$ cat config.mk
export PLATFORM = sky130hd
export DESIGN_NAME = sram_load_scheduler
export DESIGN_NICKNAME = d
export VERILOG_FILES = /design/src/rtl/sram_load_scheduler_pkg.sv /design/src/rtl/sram_load_scheduler_size_check.sv /design/src/rtl/sram_load_scheduler.sv
export SDC_FILE = /design/constraint.sdc
export NUM_CORES = 2
export LEC_CHECK = 0
export CORE_ASPECT_RATIO = 0.75
export CORE_MARGIN = 5
export CORE_UTILIZATION = 60
export DETAILED_ROUTE_END_ITERATION = 10
export PLACE_DENSITY = 0.84
export SLEW_MARGIN = 5
export SYNTH_ARGS = -nofsm -noshare
export SYNTH_HDL_FRONTEND = slang
export SYNTH_SLANG_ARGS = --single-unit
$ cat constraint.sdc
create_clock -name s_axis_aclk -period 12.2 [get_ports s_axis_aclk]
set_input_delay 3.05 -clock s_axis_aclk [delete_from_list [all_inputs] [get_ports s_axis_aclk]]
set_output_delay 3.05 -clock s_axis_aclk [all_outputs]
set_load 0.02 [all_outputs]
$ cat src/rtl/sram_load_scheduler_pkg.sv
// Shared definitions for the SRAM load scheduler: job-phase encodings,
// SRAM bank selector indices and the width of the size-check products.
package sram_load_scheduler_pkg;

  typedef enum logic [2:0] {
    ST_IDLE     = 3'd0,
    ST_LOAD_IMG = 3'd1,
    ST_LOAD_KER = 3'd2,
    ST_START    = 3'd3,
    ST_COMPUTE  = 3'd4
  } state_t;

  // Bank selectors carried on in_data_type / cmp_rd_sel / sram_sel.
  localparam logic [2:0] GEMM0_SRAM_IDX = 3'd0;  // image bank
  localparam logic [2:0] GEMM1_SRAM_IDX = 3'd1;  // kernel bank

  localparam int DEF_ADDR_WIDTH         = 13;
  localparam int DEF_DATA_WIDTH         = 8;
  localparam int DEF_NUM_CHANNELS_WIDTH = $clog2(64 + 1);

  // row * col * channels never overflows this width.
  function automatic int prod_width(input int addr_w, input int chan_w);
    return 2 * addr_w + chan_w;
  endfunction

  localparam int PROD_WIDTH = 2 * DEF_ADDR_WIDTH + DEF_NUM_CHANNELS_WIDTH;

endpackage

$ cat src/rtl/sram_load_scheduler_size_check.sv
// Registered comparator: element count received vs. row*col*channels.
// The mismatch bit is loaded on 'check', cleared on 'clr' and otherwise held.
module tensor_size_check
  import sram_load_scheduler_pkg::*;
#(
  parameter int ADDR_WIDTH         = DEF_ADDR_WIDTH,
  parameter int NUM_CHANNELS_WIDTH = DEF_NUM_CHANNELS_WIDTH
) (
  input  logic                          clk,
  input  logic                          rst,
  input  logic                          clr,
  input  logic                          check,
  input  logic [ADDR_WIDTH:0]           count,
  input  logic [ADDR_WIDTH-1:0]         dim_row,
  input  logic [ADDR_WIDTH-1:0]         dim_col,
  input  logic [NUM_CHANNELS_WIDTH-1:0] num_channels,
  output logic                          mismatch
);

  localparam int PW = prod_width(ADDR_WIDTH, NUM_CHANNELS_WIDTH);

  logic [PW-1:0] product;
  logic [PW-1:0] count_ext;

  // Zero-extend every operand so the product is exact.
  always_comb begin
    product   = PW'(dim_row) * PW'(dim_col) * PW'(num_channels);
    count_ext = PW'(count);
  end

  // Capture the comparison result; a new job clears it.
  always_ff @(posedge clk or posedge rst) begin
    if (rst) begin
      mismatch <= 1'b0;
    end else if (clr) begin
      mismatch <= 1'b0;
    end else if (check) begin
      mismatch <= (product != count_ext);
    end
  end

endmodule

$ cat src/rtl/sram_load_scheduler.sv
// Job sequencer around the AXI-Stream loader. Owns the single SRAM command
// port: loader writes (image, then kernel) during the load phases and
// compute-engine reads during COMPUTE. Latches tensor dimensions, checks the
// element counts and pulses start_compute once per job.
module sram_load_scheduler
  import sram_load_scheduler_pkg::*;
#(
  parameter int ADDR_WIDTH         = DEF_ADDR_WIDTH,
  parameter int DATA_WIDTH         = DEF_DATA_WIDTH,
  parameter int NUM_CHANNELS_WIDTH = DEF_NUM_CHANNELS_WIDTH
) (
  input  logic                          s_axis_aclk,
  input  logic                          s_axis_areset,
  // loader write beat
  input  logic                          in_write_enable,
  input  logic                          in_last,
  input  logic [ADDR_WIDTH-1:0]         in_write_address,
  input  logic signed [DATA_WIDTH-1:0]  in_write_data,
  input  logic [2:0]                    in_data_type,
  // loader dimensions
  input  logic [ADDR_WIDTH-1:0]         in_img_row,
  input  logic [ADDR_WIDTH-1:0]         in_img_col,
  input  logic [ADDR_WIDTH-1:0]         in_ker_row,
  input  logic [ADDR_WIDTH-1:0]         in_ker_col,
  input  logic [NUM_CHANNELS_WIDTH-1:0] in_num_channels,
  // compute-side requests
  input  logic                          cmp_rd_req,
  input  logic [2:0]                    cmp_rd_sel,
  input  logic [ADDR_WIDTH-1:0]         cmp_rd_addr,
  input  logic                          cmp_done,
  output logic                          cmp_rd_gnt,
  // SRAM command port
  output logic                          sram_en,
  output logic                          sram_we,
  output logic [2:0]                    sram_sel,
  output logic [ADDR_WIDTH-1:0]         sram_addr,
  output logic signed [DATA_WIDTH-1:0]  sram_wdata,
  // job control / status
  output logic                          start_compute,
  output logic                          busy,
  output logic [ADDR_WIDTH-1:0]         cfg_img_row,
  output logic [ADDR_WIDTH-1:0]         cfg_img_col,
  output logic [ADDR_WIDTH-1:0]         cfg_ker_row,
  output logic [ADDR_WIDTH-1:0]         cfg_ker_col,
  output logic [NUM_CHANNELS_WIDTH-1:0] cfg_num_channels,
  output logic                          err_size,
  output logic                          err_overflow
);

  localparam logic [ADDR_WIDTH:0] CNT_SAT  = {1'b1, {ADDR_WIDTH{1'b0}}};
  localparam logic [ADDR_WIDTH:0] CNT_ONE  = {{ADDR_WIDTH{1'b0}}, 1'b1};
  localparam logic [ADDR_WIDTH:0] CNT_ZERO = '0;

  logic clk;
  logic rst;
  assign clk = s_axis_aclk;
  assign rst = s_axis_areset;

  state_t state;
  state_t state_next;

  // per-cycle decode of what the current beat/request does
  logic wr_fire_p0;
  logic rd_fire_p0;
  logic wr_drop_p0;
  logic job_start_p0;
  logic img_beat_p0;
  logic ker_beat_p0;
  logic img_cfg_load_p0;
  logic ker_cfg_load_p0;
  logic size_check_p0;

  logic [ADDR_WIDTH:0] img_cnt;
  logic [ADDR_WIDTH:0] ker_cnt;

  logic img_mismatch;
  logic ker_mismatch;

  // State register.
  always_ff @(posedge clk or posedge rst) begin
    if (rst) begin
      state <= ST_IDLE;
    end else begin
      state <= state_next;
    end
  end

  // Next-state logic: a job runs image load, kernel load, one START cycle, compute.
  always_comb begin
    state_next = state;
    case (state)
      ST_IDLE: begin
        if (in_write_enable) begin
          state_next = in_last ? ST_LOAD_KER : ST_LOAD_IMG;
        end
      end
      ST_LOAD_IMG: begin
        if (in_write_enable && in_last) begin
          state_next = ST_LOAD_KER;
        end
      end
      ST_LOAD_KER: begin
        if (in_write_enable && in_last) begin
          state_next = ST_START;
        end
      end
      ST_START: begin
        state_next = ST_COMPUTE;
      end
      ST_COMPUTE: begin
        if (cmp_done) begin
          state_next = ST_IDLE;
        end
      end
      default: begin
        state_next = ST_IDLE;
      end
    endcase
  end

  // Output decode: writes only in load phases, reads only in COMPUTE,
  // so the SRAM port never sees both in one cycle.
  always_comb begin
    wr_fire_p0      = 1'b0;
    rd_fire_p0      = 1'b0;
    wr_drop_p0      = 1'b0;
    job_start_p0    = 1'b0;
    img_beat_p0     = 1'b0;
    ker_beat_p0     = 1'b0;
    img_cfg_load_p0 = 1'b0;
    ker_cfg_load_p0 = 1'b0;
    size_check_p0   = 1'b0;
    busy            = (state != ST_IDLE);
    case (state)
      ST_IDLE: begin
        wr_fire_p0      = in_write_enable;
        job_start_p0    = in_write_enable;
        img_cfg_load_p0 = in_write_enable && in_last;
      end
      ST_LOAD_IMG: begin
        wr_fire_p0      = in_write_enable;
        img_beat_p0     = in_write_enable;
        img_cfg_load_p0 = in_write_enable && in_last;
      end
      ST_LOAD_KER: begin
        wr_fire_p0      = in_write_enable;
        ker_beat_p0     = in_write_enable;
        ker_cfg_load_p0 = in_write_enable && in_last;
      end
      ST_START: begin
        wr_drop_p0    = in_write_enable;
        size_check_p0 = 1'b1;
      end
      ST_COMPUTE: begin
        wr_drop_p0 = in_write_enable;
        rd_fire_p0 = cmp_rd_req;
      end
      default: begin
      end
    endcase
  end

  // ---- stage p0 -> p1: SRAM command register ----
  // Issue the accepted write or read one cycle after it is presented.
  always_ff @(posedge clk or posedge rst) begin
    if (rst) begin
      sram_en    <= 1'b0;
      sram_we    <= 1'b0;
      cmp_rd_gnt <= 1'b0;
      sram_sel   <= '0;
      sram_addr  <= '0;
      sram_wdata <= '0;
    end else begin
      sram_en    <= wr_fire_p0 || rd_fire_p0;
      sram_we    <= wr_fire_p0;
      cmp_rd_gnt <= rd_fire_p0;
      if (wr_fire_p0) begin
        sram_sel   <= in_data_type;
        sram_addr  <= in_write_address;
        sram_wdata <= in_write_data;
      end else if (rd_fire_p0) begin
        sram_sel  <= cmp_rd_sel;
        sram_addr <= cmp_rd_addr;
      end
    end
  end

  // Element counters; the job's first beat is image element 0.
  always_ff @(posedge clk or posedge rst) begin
    if (rst) begin
      img_cnt <= CNT_ZERO;
      ker_cnt <= CNT_ZERO;
    end else if (job_start_p0) begin
      img_cnt <= CNT_ONE;
      ker_cnt <= CNT_ZERO;
    end else begin
      if (img_beat_p0 && (img_cnt != CNT_SAT)) begin
        img_cnt <= img_cnt + CNT_ONE;
      end
      if (ker_beat_p0 && (ker_cnt != CNT_SAT)) begin
        ker_cnt <= ker_cnt + CNT_ONE;
      end
    end
  end

  // Latch dimensions on each tensor's last beat.
  always_ff @(posedge clk or posedge rst) begin
    if (rst) begin
      cfg_img_row      <= '0;
      cfg_img_col      <= '0;
      cfg_ker_row      <= '0;
      cfg_ker_col      <= '0;
      cfg_num_channels <= '0;
    end else begin
      if (img_cfg_load_p0) begin
        cfg_img_row <= in_img_row;
        cfg_img_col <= in_img_col;
      end
      if (ker_cfg_load_p0) begin
        cfg_ker_row      <= in_ker_row;
        cfg_ker_col      <= in_ker_col;
        cfg_num_channels <= in_num_channels;
      end
    end
  end

  // One-cycle start pulse in the first COMPUTE cycle.
  always_ff @(posedge clk or posedge rst) begin
    if (rst) begin
      start_compute <= 1'b0;
    end else begin
      start_compute <= (state == ST_START);
    end
  end

  // Sticky flag for loader beats arriving after the kernel has closed.
  always_ff @(posedge clk or posedge rst) begin
    if (rst) begin
      err_overflow <= 1'b0;
    end else if (job_start_p0) begin
      err_overflow <= 1'b0;
    end else if (wr_drop_p0) begin
      err_overflow <= 1'b1;
    end
  end

  // ---- stage START -> COMPUTE: size checks ----
  tensor_size_check #(
    .ADDR_WIDTH         (ADDR_WIDTH),
    .NUM_CHANNELS_WIDTH (NUM_CHANNELS_WIDTH)
  ) u_img_check (
    .clk          (clk),
    .rst          (rst),
    .clr          (job_start_p0),
    .check        (size_check_p0),
    .count        (img_cnt),
    .dim_row      (cfg_img_row),
    .dim_col      (cfg_img_col),
    .num_channels (cfg_num_channels),
    .mismatch     (img_mismatch)
  );

  tensor_size_check #(
    .ADDR_WIDTH         (ADDR_WIDTH),
    .NUM_CHANNELS_WIDTH (NUM_CHANNELS_WIDTH)
  ) u_ker_check (
    .clk          (clk),
    .rst          (rst),
    .clr          (job_start_p0),
    .check        (size_check_p0),
    .count        (ker_cnt),
    .dim_row      (cfg_ker_row),
    .dim_col      (cfg_ker_col),
    .num_channels (cfg_num_channels),
    .mismatch     (ker_mismatch)
  );

  assign err_size = img_mismatch | ker_mismatch;

endmodule

Word-level counts from Yosys, hierarchy flattened
Cells that the tools add are included.

storage, ports and cells
  input bits = 105
  logic and storage cells = 81
  output and inout port bits = 90
  flip-flop bits (word level) = 121

cells by class
  $add $sub $neg = 2
  reduce and logical (&&, ||, !) cells = 15
  equality and inequality tests = 12
  muxes and demuxes = 29
  bitwise operators = 1
  multiply operators = 4

operators with widths
  operator                 number
  $mul A26 B7 Y33          2
  $ne A33 B14 Y1           2
  $mux W14                 4
  $mul A13 B13 Y26         2
  $add A14 B1 Y14 const B  2
  $ne A14 B14 Y1 const B   2
  $mux W13                 2
  $mux W3                  6
  $mux W1                  15
  $pmux W3 S5              1
  $reduce_bool A2 Y1       5
  $ne A2 B2 Y1 const B     4
  $eq A3 B2 Y1 const B     2
  $reduce_and A4 Y1        1
  $reduce_or A2 Y1         2
  $eq A3 B1 Y1 const B     1
  $eq A3 B3 Y1 const B     1
  $logic_and A1 B1 Y1      3
  $logic_not A3 Y1         1
  $reduce_bool A3 Y1       1
  $reduce_or A3 Y1         1
  $mux W2                  1
  $logic_or A1 B1 Y1       1
  $or A1 B1 Y1             1

Depth between registers and ports, before layout
  word-level depth = 5
  mapped depth = 43
  depth with buffers taken out = 39

By module
Synthesis repeated with hierarchy kept, for this count alone.

second synthesis, totals
  cell total of the unflattened synthesis = 3,136
  area, all modules = 28,139.5 um2

modules (own cells, without submodules)
  module                            cells an instance  times used  seq. area each (um2)  area an instance (um2)
  tensor_size_check at u_ker_check  1,397              1           25.0                  11,658.7
  tensor_size_check at u_img_check  1,336              1           25.0                  11,429.7
  sram_load_scheduler               403                1           2,977.9               5,051.1

Least setup slack after synthesis
Ideal clock, no wire load.

  kind = register -> register
  start = reg cfg_ker_col[1]
  end = reg u_ker_check.mismatch
  library setup time = 133 ps
  data required time = 12,067 ps
  path slack = 2,270 ps
  buffers on the path = 1
  arrival time = 9,796 ps
  cell stages (with the launch flop) = 35
  clock period less this slack = 9,930 ps
  cells stage by stage = dfrtp_1 > clkbuf_1 > nand2_1 > fa_1 > fa_1 > fa_1 > fa_1 > fa_1 > inv_1 > ha_1 > or3_1 > o21a_1 > a221o_1 > a41o_1 > nor4_2 > nor2_1 > xnor2_2 > and2_1 > fa_1 > inv_1 > fa_1 > fa_1 > fa_1 > inv_1 > ha_1 > a21oi_1 > o21a_1 > o22ai_1 > nor4_1 > nand3_1 > a211oi_1 > o2111ai_1 > or4_1 > nor4_1 > a31oi_1

between the ends
  longest elaborated chain between the ends = 5

RTL lines
  element                 RTL line                              RTL
  start, declared         sram_load_scheduler.sv:44             output logic [ADDR_WIDTH-1:0] cfg_ker_col,
  start signal, assigned  sram_load_scheduler.sv:221            cfg_ker_col <= in_ker_col;
  $mul A13 B13 Y26        sram_load_scheduler_size_check.sv:27  product = PW'(dim_row) * PW'(dim_col) * PW'(num_channels);
  $mul A26 B7 Y33         sram_load_scheduler_size_check.sv:27
  $ne A33 B14 Y1          sram_load_scheduler_size_check.sv:38  mismatch <= (product != count_ext);
  $mux W1                 sram_load_scheduler_size_check.sv:37  end else if (check) begin
  $mux W1                 sram_load_scheduler_size_check.sv:35  end else if (clr) begin
  end signal, assigned    sram_load_scheduler_size_check.sv:38
  end, declared           sram_load_scheduler_size_check.sv:17  output logic mismatch

Every way passes these cells. The select of a mux whose other input is x is not followed.
A chain may end at the register's enable or synchronous reset.

Final worst setup path
  start = reg cfg_ker_row[8]
  end = reg u_ker_check.mismatch

between the ends
  longest elaborated chain between the ends = 5

RTL lines
  element                 RTL line                              RTL
  start, declared         sram_load_scheduler.sv:43             output logic [ADDR_WIDTH-1:0] cfg_ker_row,
  start signal, assigned  sram_load_scheduler.sv:220            cfg_ker_row <= in_ker_row;
  $mul A13 B13 Y26        sram_load_scheduler_size_check.sv:27
  $mul A26 B7 Y33         sram_load_scheduler_size_check.sv:27
  $ne A33 B14 Y1          sram_load_scheduler_size_check.sv:38
  $mux W1                 sram_load_scheduler_size_check.sv:37
  $mux W1                 sram_load_scheduler_size_check.sv:35

Every way passes these cells. The select of a mux whose other input is x is not followed.

==> metrics.md <==
| Metric | Value |
|---|---|
| Synth top area share | 33.43% |
| Detail Route Antenna Nets | 0 |
| Top cells by count, synth | inv_1, fa_1, nand2_1 |
| Site row count | 69 |
| Yosys warns | 0 |
| Crit-path most repeated cell | fa_1 |
| Worst-path fanout max | 15 |
| Resized cells post-CTS | 0 |
| #FFs+latches synth | 121 |
| Crit Path Class | flop to flop |
| Setup violators final | 0 |
| TritonRoute pass-1 iters | 6 |
| Initial core utilization | 60.65% |
| Diodes inserted | 0 |
| Vias/cell | 5.900 |
| CTS root buf | clkbuf_16 |
| Residual DRC count | 0 |
| Gr ovfl total | 0 |
| Global-route wire length before repair | 124,200 um |
| Post-synth EDFFs | 0 |
| Post-DP HPWL | 59,380 um |
| Clk_lat worst skew | 470 ps |
| Worst rel slew slack | 14.39% |
| CTS Buffer Depth | 2 |
| Max stage delay on crit path | 740 ps |
| Post-route cell area | 31,620 sq um |
| I/O Buffers | 194 |
| WL final | 75,080 um |
| Area grow syn2layout | 10.00% |
| Hold Vio Cnt, Final | 0 |
| Initial antenna violation count | 1 |
| Vias in the first global route | 24.06k |
| Status | complete, no violations |
| Top_reg_cell synth | dfrtp_1 |
| Htree depth | 4 |
| Total core area | 47,400 sq um |
| RSZ-0062 raised after global routing | no |
| Sink Count | 121 |
| Register area share after synthesis | 10.53% |
| MaxCap Viol Count | 0 |
| Mapped Cells | 3,272 |
| Mean Syn Cell Area | 8.785 sq um |
| Yosys top cell by area | fa_1 |
| Total GRT Usage | 29.01% |
| Final period util | 91.23% |
| HP Class | flop to flop |
| Final nets | 4,182 |
| Initial DRC Count | 2,141 |
| Sum Neg Setup Slack | 0 ps |
| Highest achievable clock rate | 89.85 MHz |
| FILL cells | 3,694 |
| Critical path capture point type | flop |
| Vias post-DR | 23.61k |
| CTS tree | done |
| Asr flop ratio synth | 100.0% |
| Die ar. | 52,430 sq um |
| WP buf/inv | 3 |
| Critical Path RT | 12,520 ps |
| Synthesized area | 28,740 sq um |
| Share of layout cells above drive strength 1 | 4.521% |
| DP Area | 31,030 sq um |
| Worst slew pin tran | 1275 ps |
| Die Width | 262.7 um |
| Synth top area cells | fa_1, ha_1, dfrtp_1, and2_1, inv_1 |
| Top-count cell post-synth | inv_1 |
| Die H | 199.6 um |
| Cts bufs inserted | 17 |
| GP Congestion | 1.004 |
| Slew Viols, Final | 0 |
| Setup Skew | 9.900 ps |
| Syn Nets | 4,105 |
| CP max-delay cell | dfrtp_1 |
| Avg WL per Cell | 18.77 um |
| Worst setup SP type | flop |
| Critical Path AT | 11,450 ps |
| Yosys cell types | 91 |
| CP top delay family | adder cells |
| # IOs | 195 |
| Sequential cell area | 3033 sq um |
| Post-CTS Hold Fix Bufs | 0 |
| Largest net degree at the start of global routing | 61 |
| Area of the multi-input gates | 23,220 sq um |
| Tmin final | 11,130 ps |
| Post-CTS Setup Inserts | 0 |
| Clock-pin slew on the worst setup and hold paths | 70 ps |
## kinds of logic after synthesis
family | share of synthesized area [%]
simple gates | 20.67
fa+ha+maj | 44.23
buf+inv | 8.736
compound gates | 9.024
flops | 10.53
xor+xnor | 3.731
mux | 3.082
## state kept, by name, summed over array words and instances, names as in the netlist, 3 cells and up
| signal | cells |
|---|---|
| img_cnt | 14 |
| ker_cnt | 14 |
| cfg_img_col | 13 |
| cfg_img_row | 13 |
| cfg_ker_col | 13 |
| cfg_ker_row | 13 |
| sram_addr | 13 |
| sram_wdata | 8 |
| cfg_num_channels | 7 |
| sram_sel | 3 |
| state | 3 |
## worst min-delay path: cells and delay by family (launching register included)
family / cells / cell delay (ps)
flops: 1 / 340
simple gates: 2 / 100
## worst paths after layout
check / from / to / slack (ps) / cells past startpoint
setup / recovery: cfg_ker_row[8] / u_ker_check.mismatch / 1070 / 32
hold / removal: sram_wdata[4] / sram_wdata[4] / 480 / 2
setup reg to reg: cfg_ker_row[8] / u_ker_check.mismatch / 1070 / 32
hold reg to reg: sram_wdata[4] / sram_wdata[4] / 480 / 2
max in group asynchronous: s_axis_areset / cfg_img_col[7] / 7630 / 4
min in group asynchronous: s_axis_areset / cfg_ker_col[11] / 2910 / 2
## layer usage
metal	part of all wire, %	vias up	global-route usage [%]
met3	13	96	9.318
met2	42	1304	42.15
met4	1.3	2	5.149
li1	-	10570	-
met5	0.080	-	0.9009
met1	44	11630	43.36
## per-stage QoR
step | setup WS, ps | util, % | hold WS (ps) | instances
4_1_cts | 1234 | 66.71 | 482.3 | 4001
3_5_place_dp | 1290 | 65.47 | 465.6 | 3969
2_1_floorplan | 2270 | - | 492.6 | 3272
3_3_place_gp | 1457 | 65.47 | 457.5 | 3969
6_report | 1070 | 66.71 | 478.4 | 4001
5_1_grt | 569.1 | 66.71 | 497.3 | 4001
## cell usage in the layout (no fill, tap or decap), types with 8 or more instances in the layout
master / netlist / routed
inv_1: 499 / 498
fa_1: 480 / 480
nand2_1: 471 / 471
and2_1: 332 / 332
ha_1: 248 / 248
clkdlybuf4s50_1: 0 / 194
nor2_1: 127 / 127
dfrtp_1: 121 / 117
a21oi_1: 104 / 104
xnor2_1: 64 / 63
mux2_2: 60 / 60
o21ai_0: 57 / 57
xor2_1: 51 / 51
nand3_1: 40 / 40
and3_1: 32 / 32
nor2b_1: 30 / 30
nor3_1: 31 / 30
a21o_1: 28 / 28
o21a_1: 27 / 27
nand4_1: 25 / 25
mux2i_1: 21 / 21
a31oi_1: 21 / 21
buf_4: 2 / 21
nand2b_1: 17 / 17
nor4b_1: 17 / 17
o211ai_1: 17 / 17
clkbuf_16: 0 / 17
nor4_1: 16 / 16
a211oi_1: 15 / 15
o21bai_1: 11 / 11
and4_1: 8 / 8
or3_1: 8 / 8
o21ai_1: 8 / 8
## area by class of cell
type / count / share of cell area [%]
timing repair buffer: 215 / 6.640
tap: 639 / 2.529
multi-input combinational: 2494 / 73.43
sequential: 121 / 9.592
clock buffer: 18 / 1.357
inverter: 500 / 5.944
clock inverter: 14 / 0.5105
Power is left out: the tool's default activity adds up to more than one toggle a clock period on the data nets, which glitch-free logic cannot reach.
